--- config.mk ---
export PLATFORM = sky130hd
export DESIGN_NAME = pixel_writer
export DESIGN_NICKNAME = d
export VERILOG_FILES = /design/src/rtl/pixel_writer_pkg.sv /design/src/rtl/pixel_writer_sync_fifo.sv /design/src/rtl/pixel_writer.sv
export SDC_FILE = /design/constraint.sdc
export NUM_CORES = 1
export LEC_CHECK = 0
export BUFFER_PORTS_ARGS = -buffer_cell sky130_fd_sc_hd__buf_4
export CORE_ASPECT_RATIO = 0.9
export CORE_MARGIN = 2
export CORE_UTILIZATION = 55
export DETAILED_ROUTE_END_ITERATION = 10
export GPL_ROUTABILITY_DRIVEN = 0
export PLACE_DENSITY = 0.79
export SLEW_MARGIN = 20
export SYNTH_ARGS = -nofsm -noshare
export SYNTH_HDL_FRONTEND = slang
export SYNTH_HIERARCHICAL = 1
export SYNTH_SLANG_ARGS = --single-unit
--- constraint.sdc ---
create_clock -name clk -period 5.7 [get_ports clk]
set_input_delay 1.14 -clock clk [delete_from_list [all_inputs] [get_ports clk]]
set_output_delay 1.14 -clock clk [all_outputs]
set_load 0.01 [all_outputs]
--- src/rtl/pixel_writer_pkg.sv ---
// Shared definitions for the framebuffer writer and the bit generator: grid defaults,
// writer FSM encoding and the cell -> (word address, nibble) mapping.
package pixel_writer_pkg;

  localparam int unsigned DefGridW    = 160;
  localparam int unsigned DefGridH    = 120;
  localparam logic [15:0] DefBaseAddr = 16'h2000;

  typedef enum logic [2:0] {
    StIdle,
    StRead,
    StMerge,
    StWrite,
    StClear
  } state_e;

  typedef struct packed {
    logic [15:0] addr;
    logic [1:0]  nib;
  } cell_loc_t;

  // Four 4-bit cells per 16-bit word, row-major from the base address.
  function automatic cell_loc_t cell_loc(input logic [7:0]  x,
                                         input logic [6:0]  y,
                                         input int unsigned grid_w,
                                         input logic [15:0] base);
    logic [14:0] idx;
    cell_loc_t   loc;
    idx      = 15'(32'(y) * grid_w + 32'(x));
    loc.addr = base + {3'b000, idx[14:2]};
    loc.nib  = idx[1:0];
    return loc;
  endfunction

endpackage

--- src/rtl/pixel_writer_sync_fifo.sv ---
// Synchronous FIFO with valid/ready on both sides; ready is registered from occupancy.
module pixel_writer_sync_fifo #(
  parameter int unsigned Width = 19,
  parameter int unsigned Depth = 4
) (
  input  logic             clk_i,
  input  logic             rst_ni,
  input  logic             in_valid_i,
  output logic             in_ready_o,
  input  logic [Width-1:0] in_data_i,
  output logic             out_valid_o,
  input  logic             out_ready_i,
  output logic [Width-1:0] out_data_o
);

  localparam int unsigned PtrW = (Depth > 1) ? $clog2(Depth) : 1;
  localparam int unsigned CntW = $clog2(Depth + 1);

  logic [Width-1:0] mem_q [Depth];
  logic [PtrW-1:0]  wr_q, rd_q;
  logic [CntW-1:0]  count_q, count_d;
  logic             ready_q;
  logic             push, pop;

  assign push        = in_valid_i && ready_q;
  assign pop         = out_ready_i && (count_q != '0);
  assign in_ready_o  = ready_q;
  assign out_valid_o = (count_q != '0);
  assign out_data_o  = mem_q[rd_q];

  // Occupancy after this cycle's push/pop.
  always_comb begin
    count_d = count_q + CntW'(push) - CntW'(pop);
  end

  // Pointers, count and registered ready; a pop on a full FIFO frees a slot next cycle.
  always_ff @(posedge clk_i or negedge rst_ni) begin
    if (!rst_ni) begin
      wr_q    <= '0;
      rd_q    <= '0;
      count_q <= '0;
      ready_q <= 1'b1;
    end else begin
      if (push) wr_q <= wr_q + PtrW'(1);
      if (pop)  rd_q <= rd_q + PtrW'(1);
      count_q <= count_d;
      ready_q <= (count_d != CntW'(Depth));
    end
  end

  // Entry storage; needs no reset since out_valid_o gates its use.
  always_ff @(posedge clk_i) begin
    if (push) mem_q[wr_q] <= in_data_i;
  end

endmodule

--- src/rtl/pixel_writer.sv ---
// Framebuffer writer: queues draw requests and performs read-modify-write of packed cells
// on video memory port 2, only during blanking. Also provides a full-screen clear.
module pixel_writer
  import pixel_writer_pkg::*;
#(
  parameter int unsigned GRID_W     = DefGridW,
  parameter int unsigned GRID_H     = DefGridH,
  parameter logic [15:0] BASE_ADDR  = DefBaseAddr,
  parameter int unsigned FIFO_DEPTH = 4
) (
  input  logic        clk,
  input  logic        reset,
  input  logic        bright,
  input  logic        req_valid,
  output logic        req_ready,
  input  logic [7:0]  req_x,
  input  logic [6:0]  req_y,
  input  logic [3:0]  req_color,
  input  logic        clr_start,
  output logic        mem_own,
  output logic [15:0] mem_addr,
  output logic [15:0] mem_wdata,
  output logic        mem_we,
  input  logic [15:0] mem_rdata,
  output logic        busy,
  output logic        coord_err
);

  localparam int unsigned EntryW   = 19;
  localparam int unsigned ClrWords = GRID_W * GRID_H / 4;
  localparam int unsigned ClrW     = $clog2(ClrWords);

  state_e            state_q;
  logic [15:0]       addr_q, wdata_q;
  logic [1:0]        nib_q;
  logic [3:0]        color_q;
  logic [ClrW-1:0]   clr_cnt_q;
  logic              clr_pend_q, coord_err_q;

  logic              in_range, accept;
  logic              fifo_out_valid, fifo_pop;
  logic [EntryW-1:0] fifo_out_data;
  cell_loc_t         head_loc;
  logic [15:0]       merge_word;

  assign in_range = (32'(req_x) < GRID_W) && (32'(req_y) < GRID_H);
  assign accept   = req_valid && req_ready;
  assign fifo_pop = (state_q == StWrite) && !bright;

  pixel_writer_sync_fifo #(
    .Width (EntryW),
    .Depth (FIFO_DEPTH)
  ) u_fifo (
    .clk_i       (clk),
    .rst_ni      (reset),
    .in_valid_i  (req_valid && in_range),
    .in_ready_o  (req_ready),
    .in_data_i   ({req_x, req_y, req_color}),
    .out_valid_o (fifo_out_valid),
    .out_ready_i (fifo_pop),
    .out_data_o  (fifo_out_data)
  );

  assign head_loc = cell_loc(fifo_out_data[18:11], fifo_out_data[10:4], GRID_W, BASE_ADDR);

  // Replace the addressed nibble of the word read back from memory.
  always_comb begin
    merge_word = mem_rdata;
    merge_word[{nib_q, 2'b00} +: 4] = color_q;
  end

  // Writer FSM; any loss of blanking mid-RMW restarts at READ so stale data is never written.
  always_ff @(posedge clk or negedge reset) begin
    if (!reset) begin
      state_q     <= StIdle;
      addr_q      <= '0;
      wdata_q     <= '0;
      nib_q       <= '0;
      color_q     <= '0;
      clr_cnt_q   <= '0;
      clr_pend_q  <= 1'b0;
      coord_err_q <= 1'b0;
    end else begin
      if (accept && !in_range) coord_err_q <= 1'b1;
      if (clr_start)           clr_pend_q  <= 1'b1;
      unique case (state_q)
        StIdle: begin
          if (clr_pend_q) begin
            state_q   <= StClear;
            clr_cnt_q <= '0;
            addr_q    <= BASE_ADDR;
            wdata_q   <= '0;
          end else if (fifo_out_valid) begin
            state_q <= StRead;
            addr_q  <= head_loc.addr;
            nib_q   <= head_loc.nib;
            color_q <= fifo_out_data[3:0];
          end
        end
        StRead: begin
          if (!bright) state_q <= StMerge;
        end
        StMerge: begin
          if (!bright) begin
            wdata_q <= merge_word;
            state_q <= StWrite;
          end else begin
            state_q <= StRead;
          end
        end
        StWrite: begin
          state_q <= bright ? StRead : StIdle;
        end
        StClear: begin
          if (clr_start) begin
            clr_cnt_q <= '0;
            addr_q    <= BASE_ADDR;
          end else if (!bright) begin
            if (clr_cnt_q == ClrW'(ClrWords - 1)) begin
              state_q    <= StIdle;
              clr_pend_q <= 1'b0;
            end else begin
              clr_cnt_q <= clr_cnt_q + ClrW'(1);
              addr_q    <= addr_q + 16'd1;
            end
          end
        end
        default: state_q <= StIdle;
      endcase
    end
  end

  // Bus ownership follows the registered state but drops the same cycle bright rises.
  assign mem_own   = (state_q != StIdle) && !bright;
  assign mem_we    = ((state_q == StWrite) || (state_q == StClear)) && !bright;
  assign mem_addr  = addr_q;
  assign mem_wdata = wdata_q;
  assign busy      = fifo_out_valid || (state_q != StIdle) || clr_pend_q;
  assign coord_err = coord_err_q;

endmodule
### After elaboration in Yosys (flattened, before gate mapping)

Memory sizes are Yosys's and may differ from the RTL's.
Cells that the tools add are included.

| cells by class | value |
|---|---|
| $lt $le $gt $ge | 2 |
| shift-type cells | 2 |
| mux-type cells | 31 |
| reduce and logical (&&, ||, !) cells | 24 |
| equality and inequality tests | 15 |
| add/sub/neg operators | 9 |
| bitwise logic cells | 1 |
| multiply operators | 1 |

Operators by type and width:

| kind | number |
|---|---|
| $mux 16 | 7 |
| $pmux 16 s2 | 2 |
| $mux 13 | 4 |
| $pmux 13 s2 | 1 |
| $mux 3 | 6 |
| $add 16x1->16 const B | 1 |
| $bwmux 16 | 1 |
| $shift 4x6->16 const A | 1 |
| $shiftx 4x6->16 | 1 |
| $add 14x13->15 const A | 1 |
| $add 15x8->15 | 1 |
| $pmux 3 s5 | 1 |
| $add 13x1->13 const B | 1 |
| $eq 13x13->1 const B | 1 |
| $ne 2x2->1 const B | 6 |
| $ne 3x3->1 const B | 4 |
| $mul 7x3->10 const B | 1 |
| $logic_and 1x1->1 | 9 |
| $lt 8x8->1 const B | 1 |
| $mux 1 | 8 |
| $reduce_and 4->1 | 2 |
| $lt 7x7->1 const B | 1 |
| $eq 3x2->1 const B | 2 |
| $neg 4->6 | 1 |
| other kinds (14) | 21 |

| word-level totals | value |
|---|---|
| logic and storage cells | 98 |
| bits in registers | 64 |
| memories | 1 |
| RAM bits | 76 |

Memories:

| name | words | width | read ports | clocked after memory_dff | wr ports | line | source |
|---|---|---|---|---|---|---|---|
| u_fifo.mem_q | 4 | 19 | 1 | 0 | 1 | pixel_writer_sync_fifo.sv:19 | `logic [Width-1:0] mem_q [Depth];` |

### Depth between registers and ports, before layout

| depth | value |
|---|---|
| depth in word-level cells | 7 |
| depth in mapped cells | 11 |

### Modules after synthesis

Netlist, hierarchy kept.

Modules (own cells, without submodules):

| module | instances | area an instance (µm²) | cells an instance |
|---|---|---|---|
| pixel_writer | 1 | 3542.1 | 397 |
| pixel_writer_sync_fifo | 1 | 3181.8 | 134 |

### Worst setup path after synthesis

No wires, ideal clock.

| timing | value |
|---|---|
| path type | reg-to-reg |
| start point | register u_fifo.rd_q[0] |
| end point | register addr_q[12], in the netlist mem_addr[12] |
| arrival | 3225 ps |
| cell stages (with the launch flop) | 11 |
| setup time | 82 ps |
| setup slack | 2392 ps |
| cell sequence | dfrtp_1 > buf_6 > mux4_2 > ha_1 > ha_1 > fa_1 > o2111ai_1 > nor4b_1 > maj3_1 > o21bai_1 > o22ai_1 |

| on the way | value |
|---|---|
| longest elaborated chain between the ends | 7 |

RTL lines:

| item | line | source |
|---|---|---|
| from (decl) | pixel_writer_sync_fifo.sv:20 | `logic [PtrW-1:0] wr_q, rd_q;` |
| from (signal assigned) | pixel_writer_sync_fifo.sv:45 | `if (pop) rd_q <= rd_q + PtrW'(1);` |
| $mem_v2 4x19 | -- |  |
| via fifo_out_data[5] | pixel_writer.sv:42 | `logic [EntryW-1:0] fifo_out_data;` |
| $mul 7x3->10 | pixel_writer_pkg.sv:29 | `idx = 15'(32'(y) * grid_w + 32'(x));` |
| $add 15x8->15 | pixel_writer_pkg.sv:29 |  |
| $add 14x13->15 | pixel_writer_pkg.sv:30 | `loc.addr = base + {3'b000, idx[14:2]};` |
| $mux 16 | pixel_writer.sv:93 | `end else if (fifo_out_valid) begin` |
| $mux 16 | pixel_writer.sv:88 | `if (clr_pend_q) begin` |
| $pmux 16 s2 | pixel_writer.sv:86 | `unique case (state_q)` |
| to (signal assigned) | pixel_writer.sv:95 | `addr_q <= head_loc.addr;` |
| to (signal assigned) | pixel_writer.sv:124 | `addr_q <= addr_q + 16'd1;` |
| to (decl) | pixel_writer.sv:34 | `logic [15:0] addr_q, wdata_q;` |

The timed path passes the listed nets, and every way through them passes these cells. The select of a mux whose other input is x is not followed.
A chain may end at the register's enable or synchronous reset.

### Worst setup path after layout

Ends and elaborated chain as after synthesis.

==> metrics.md <==
| Metric | Value |
|---|---|
| Critical Path AT | 4.23 ns |
| Clk slew on worst S/H paths | 0.06 ns |
| Final hold violation count | 0 |
| Vias in the first global route | 4543 |
| Postcts setup bufs | 0 |
| First-pass GRT wire length | 22900 um |
| Most common cell after layout, fill and taps aside | buf_4 |
| Hold depth | 1 |
| Pwr/cell area | 324 nW/um^2 |
| First-pass detailed-route iteration total | 6 |
| Slew @ Worst Pin | 1.02 ns |
| Initial Util | 56.1% |
| FP Rows | 38 |
| R2R Setup Slk | 1.81 ns |
| Antenna cells | 0 |
| Power, Total | 2.59 mW |
| Area of the core | 12000 um^2 |
| WL per Instance | 17.8 um |
| R2R Path Start | u_fifo/rd_q[0] |
| WP data required | 6.04 ns |
| Final Setup Violations | 0 |
| Nets@finish | 679 |
| GR Overflow Total | 0 |
| Post-DP HPWL | 9670 um |
| Cts repair resizes | 0 |
| Clock Sinks | 140 |
| Status | completed |
| Slew headroom | 32.1% |
| Post-Route Skew | 0.00925 ns |
| Yosys warns | 6 |
| F_max | 257 MHz |
| RSZ-0062 raised after global routing | false |
| Seq/Total Area, Yosys | 57.8% |
| Antenna Nets Post-Route | 0 |
| Pins Over Slew Limit | 0 |
| CTS Hold Buffers Added | 0 |
| Worst skew pair latency | 0.42 ns |
| Yosys cell types | 64 |
| Startpoint Class | flip-flop |
| Root Buffer | clkbuf_16 |
| HP Class | flip-flop to flip-flop |
| Placed cells | 751 |
| Commonest cells after routing, fill and taps aside | 78 x buf_4, 76 x edfxtp_1, 63 x dfrtp_1 |
| Fin cells | 783 |
| Die width | 121 um |
| CTS Buffer Depth | 2 |
| Final wirelength | 14000 um |
| Initial antenna violation count | 0 |
| Worst hold start | coord_err |
| Total GRT Usage | 23.0% |
| Post-synth net total | 600 |
| Cells after Synth | 531 |
| DP Worst Slack | 1.82 ns |
| Post-synth top flop | edfxtp_1 |
| Setup_tns | 0 ns |
| CP max FO | 12 |
| Max-cap viol count | 0 |
| Via count | 4592 |
| Layout cell share with drive strength beyond 1 | 22.8% |
| Ys async rst share | 45.7% |
| Hold endpoint | coord_err |
| Post-synth EDFFs | 76 |
| DRC errors left | 0 |
| Worst vdd ir | 288 uV |
| Crit. End Element | flip-flop |
| Die Ht | 109 um |
| Pin count of the biggest net entering global routing | 65 |
| Worst reg-to-reg path cell count | 9 |
| Fin crit share | 68.2% |
| H-tree depth | 4 |
| Area growth from synthesis to layout | 18.6% |
| Syn_area_per_cell | 12.7 um^2 |
| CTS Buf Count | 17 |
| Reg2reg end | mem_addr[12] |
| Clock period minus final worst setup slack | 3.89 ns |
| IO buf count | 76 |
| DR vias/cell | 5.86 |
| Setup ws final | 1.81 ns |
| Io pins | 77 |
| Initial DRC Count | 353 |
| Die area | 13100 um^2 |
| CTS tree | yes |
| P_leak | 3.19 nW |
| Synthesized area | 6720 um^2 |
| Yosys reg bits | 140 |
| Crit path kind | flip-flop to flip-flop |
==> state kept, by name, summed over array words and instances, names as in the netlist <==
name,count
nib_q,2
u_fifo/wr_q,2
state_q,3
u_fifo/count_q,3
u_fifo/mem_q,76
u_fifo/rd_q,2
coord_err,1
mem_wdata,16
mem_addr,16
color_q,4
clr_cnt_q,13
clr_pend_q,1
u_fifo/in_ready_o,1
==> per-layer routing <==
metal / vias to the layer above / GRT usage, % / wire length (um) / part of all wire, %
met2: 144 / 37.0 / 6750 / 48
met3: 17 / 6.17 / 791 / 5.7
met4: 0 / 7.81 / 183 / 1.3
met1: 2257 / 30.6 / 6250 / 45
li1: 2174 / - / - / -
met5: - / 0 / 0 / 0
==> final cells by class <==
| type | count | area [um^2] |
|---|---|---|
| clock buffers | 20 | 437 |
| clock inverters | 12 | 118 |
| fillers | 881 | 4010 |
| inverters | 14 | 52.6 |
| multi-input cells | 359 | 2700 |
| flip-flops and latches | 140 | 3880 |
| well taps | 160 | 200 |
| repair buffers | 78 | 586 |
==> how the worst max path moves through the flow <==
stage,endpoint,startpoint
after global routing,mem_addr[12],u_fifo/rd_q[0]
after detailed placement,mem_addr[12],u_fifo/rd_q[0]
after global placement,mem_addr[12],u_fifo/rd_q[0]
after floorplan,mem_addr[12],u_fifo/rd_q[0]
final,mem_addr[12],u_fifo/rd_q[0]
after CTS,mem_addr[12],u_fifo/rd_q[0]
==> kinds of logic (layout without fill, tap and decap cells) <==
group	count (synthesis)	after routing	share of synthesized area [%]
AO/OA/AOI/OAI	120	120	10.8
XOR/XNOR	18	18	2.77
adder cells (fa/ha/maj)	30	30	5.88
buffers and inverters	32	124	2.16
flip-flops	140	140	57.8
multiplexers	28	28	7.89
AND/OR/NAND/NOR	163	163	12.7
==> metrics by stage <==
stage	utilization, %	area (um^2)	hold slack, ns
final	66.6	7980	0.486
after global routing	66.6	7980	0.508
after CTS	66.5	7970	0.494
after detailed placement	61.9	7420	0.476
after global placement	61.9	7420	0.455
after floorplan	-	6720	0.467
==> synth_stat cells (7+ instances only) <==
cell type	number	area, um^2
a21oi_1	20	100
a31oi_1	18	113
and3_1	11	68.8
clkbuf_1	8	30.0
dfrtp_1	63	1580
edfxtp_1	76	2280
ha_1	26	325
inv_1	14	52.6
mux2_2	7	78.8
mux4_2	18	405
nand2_1	38	143
nand3_1	12	60.1
nand4_1	7	43.8
nor2_1	33	124
nor2b_1	18	113
nor3_1	16	80.1
o21ai_0	48	240
or3_1	7	43.8
xnor2_1	11	96.3
==> power by group <==
group / internal, mW / total (mW) / switching (mW)
Clock: 0.604 / 1.02 / 0.418
Sequential: 1.17 / 1.22 / 0.0485
Combinational: 0.152 / 0.345 / 0.193
==> critical path, cell delays in order (launching register included) <==
cell       delay [ns]
dfrtp_1          0.79
mux4_2           0.65
ha_1             0.32
ha_1             0.23
fa_1             0.55
o2111ai_1        0.17
nor4b_1          0.61
maj3_1           0.28
o21bai_1         0.07
o22ai_1          0.14
Note: power is estimated with default switching activity, not from simulation.
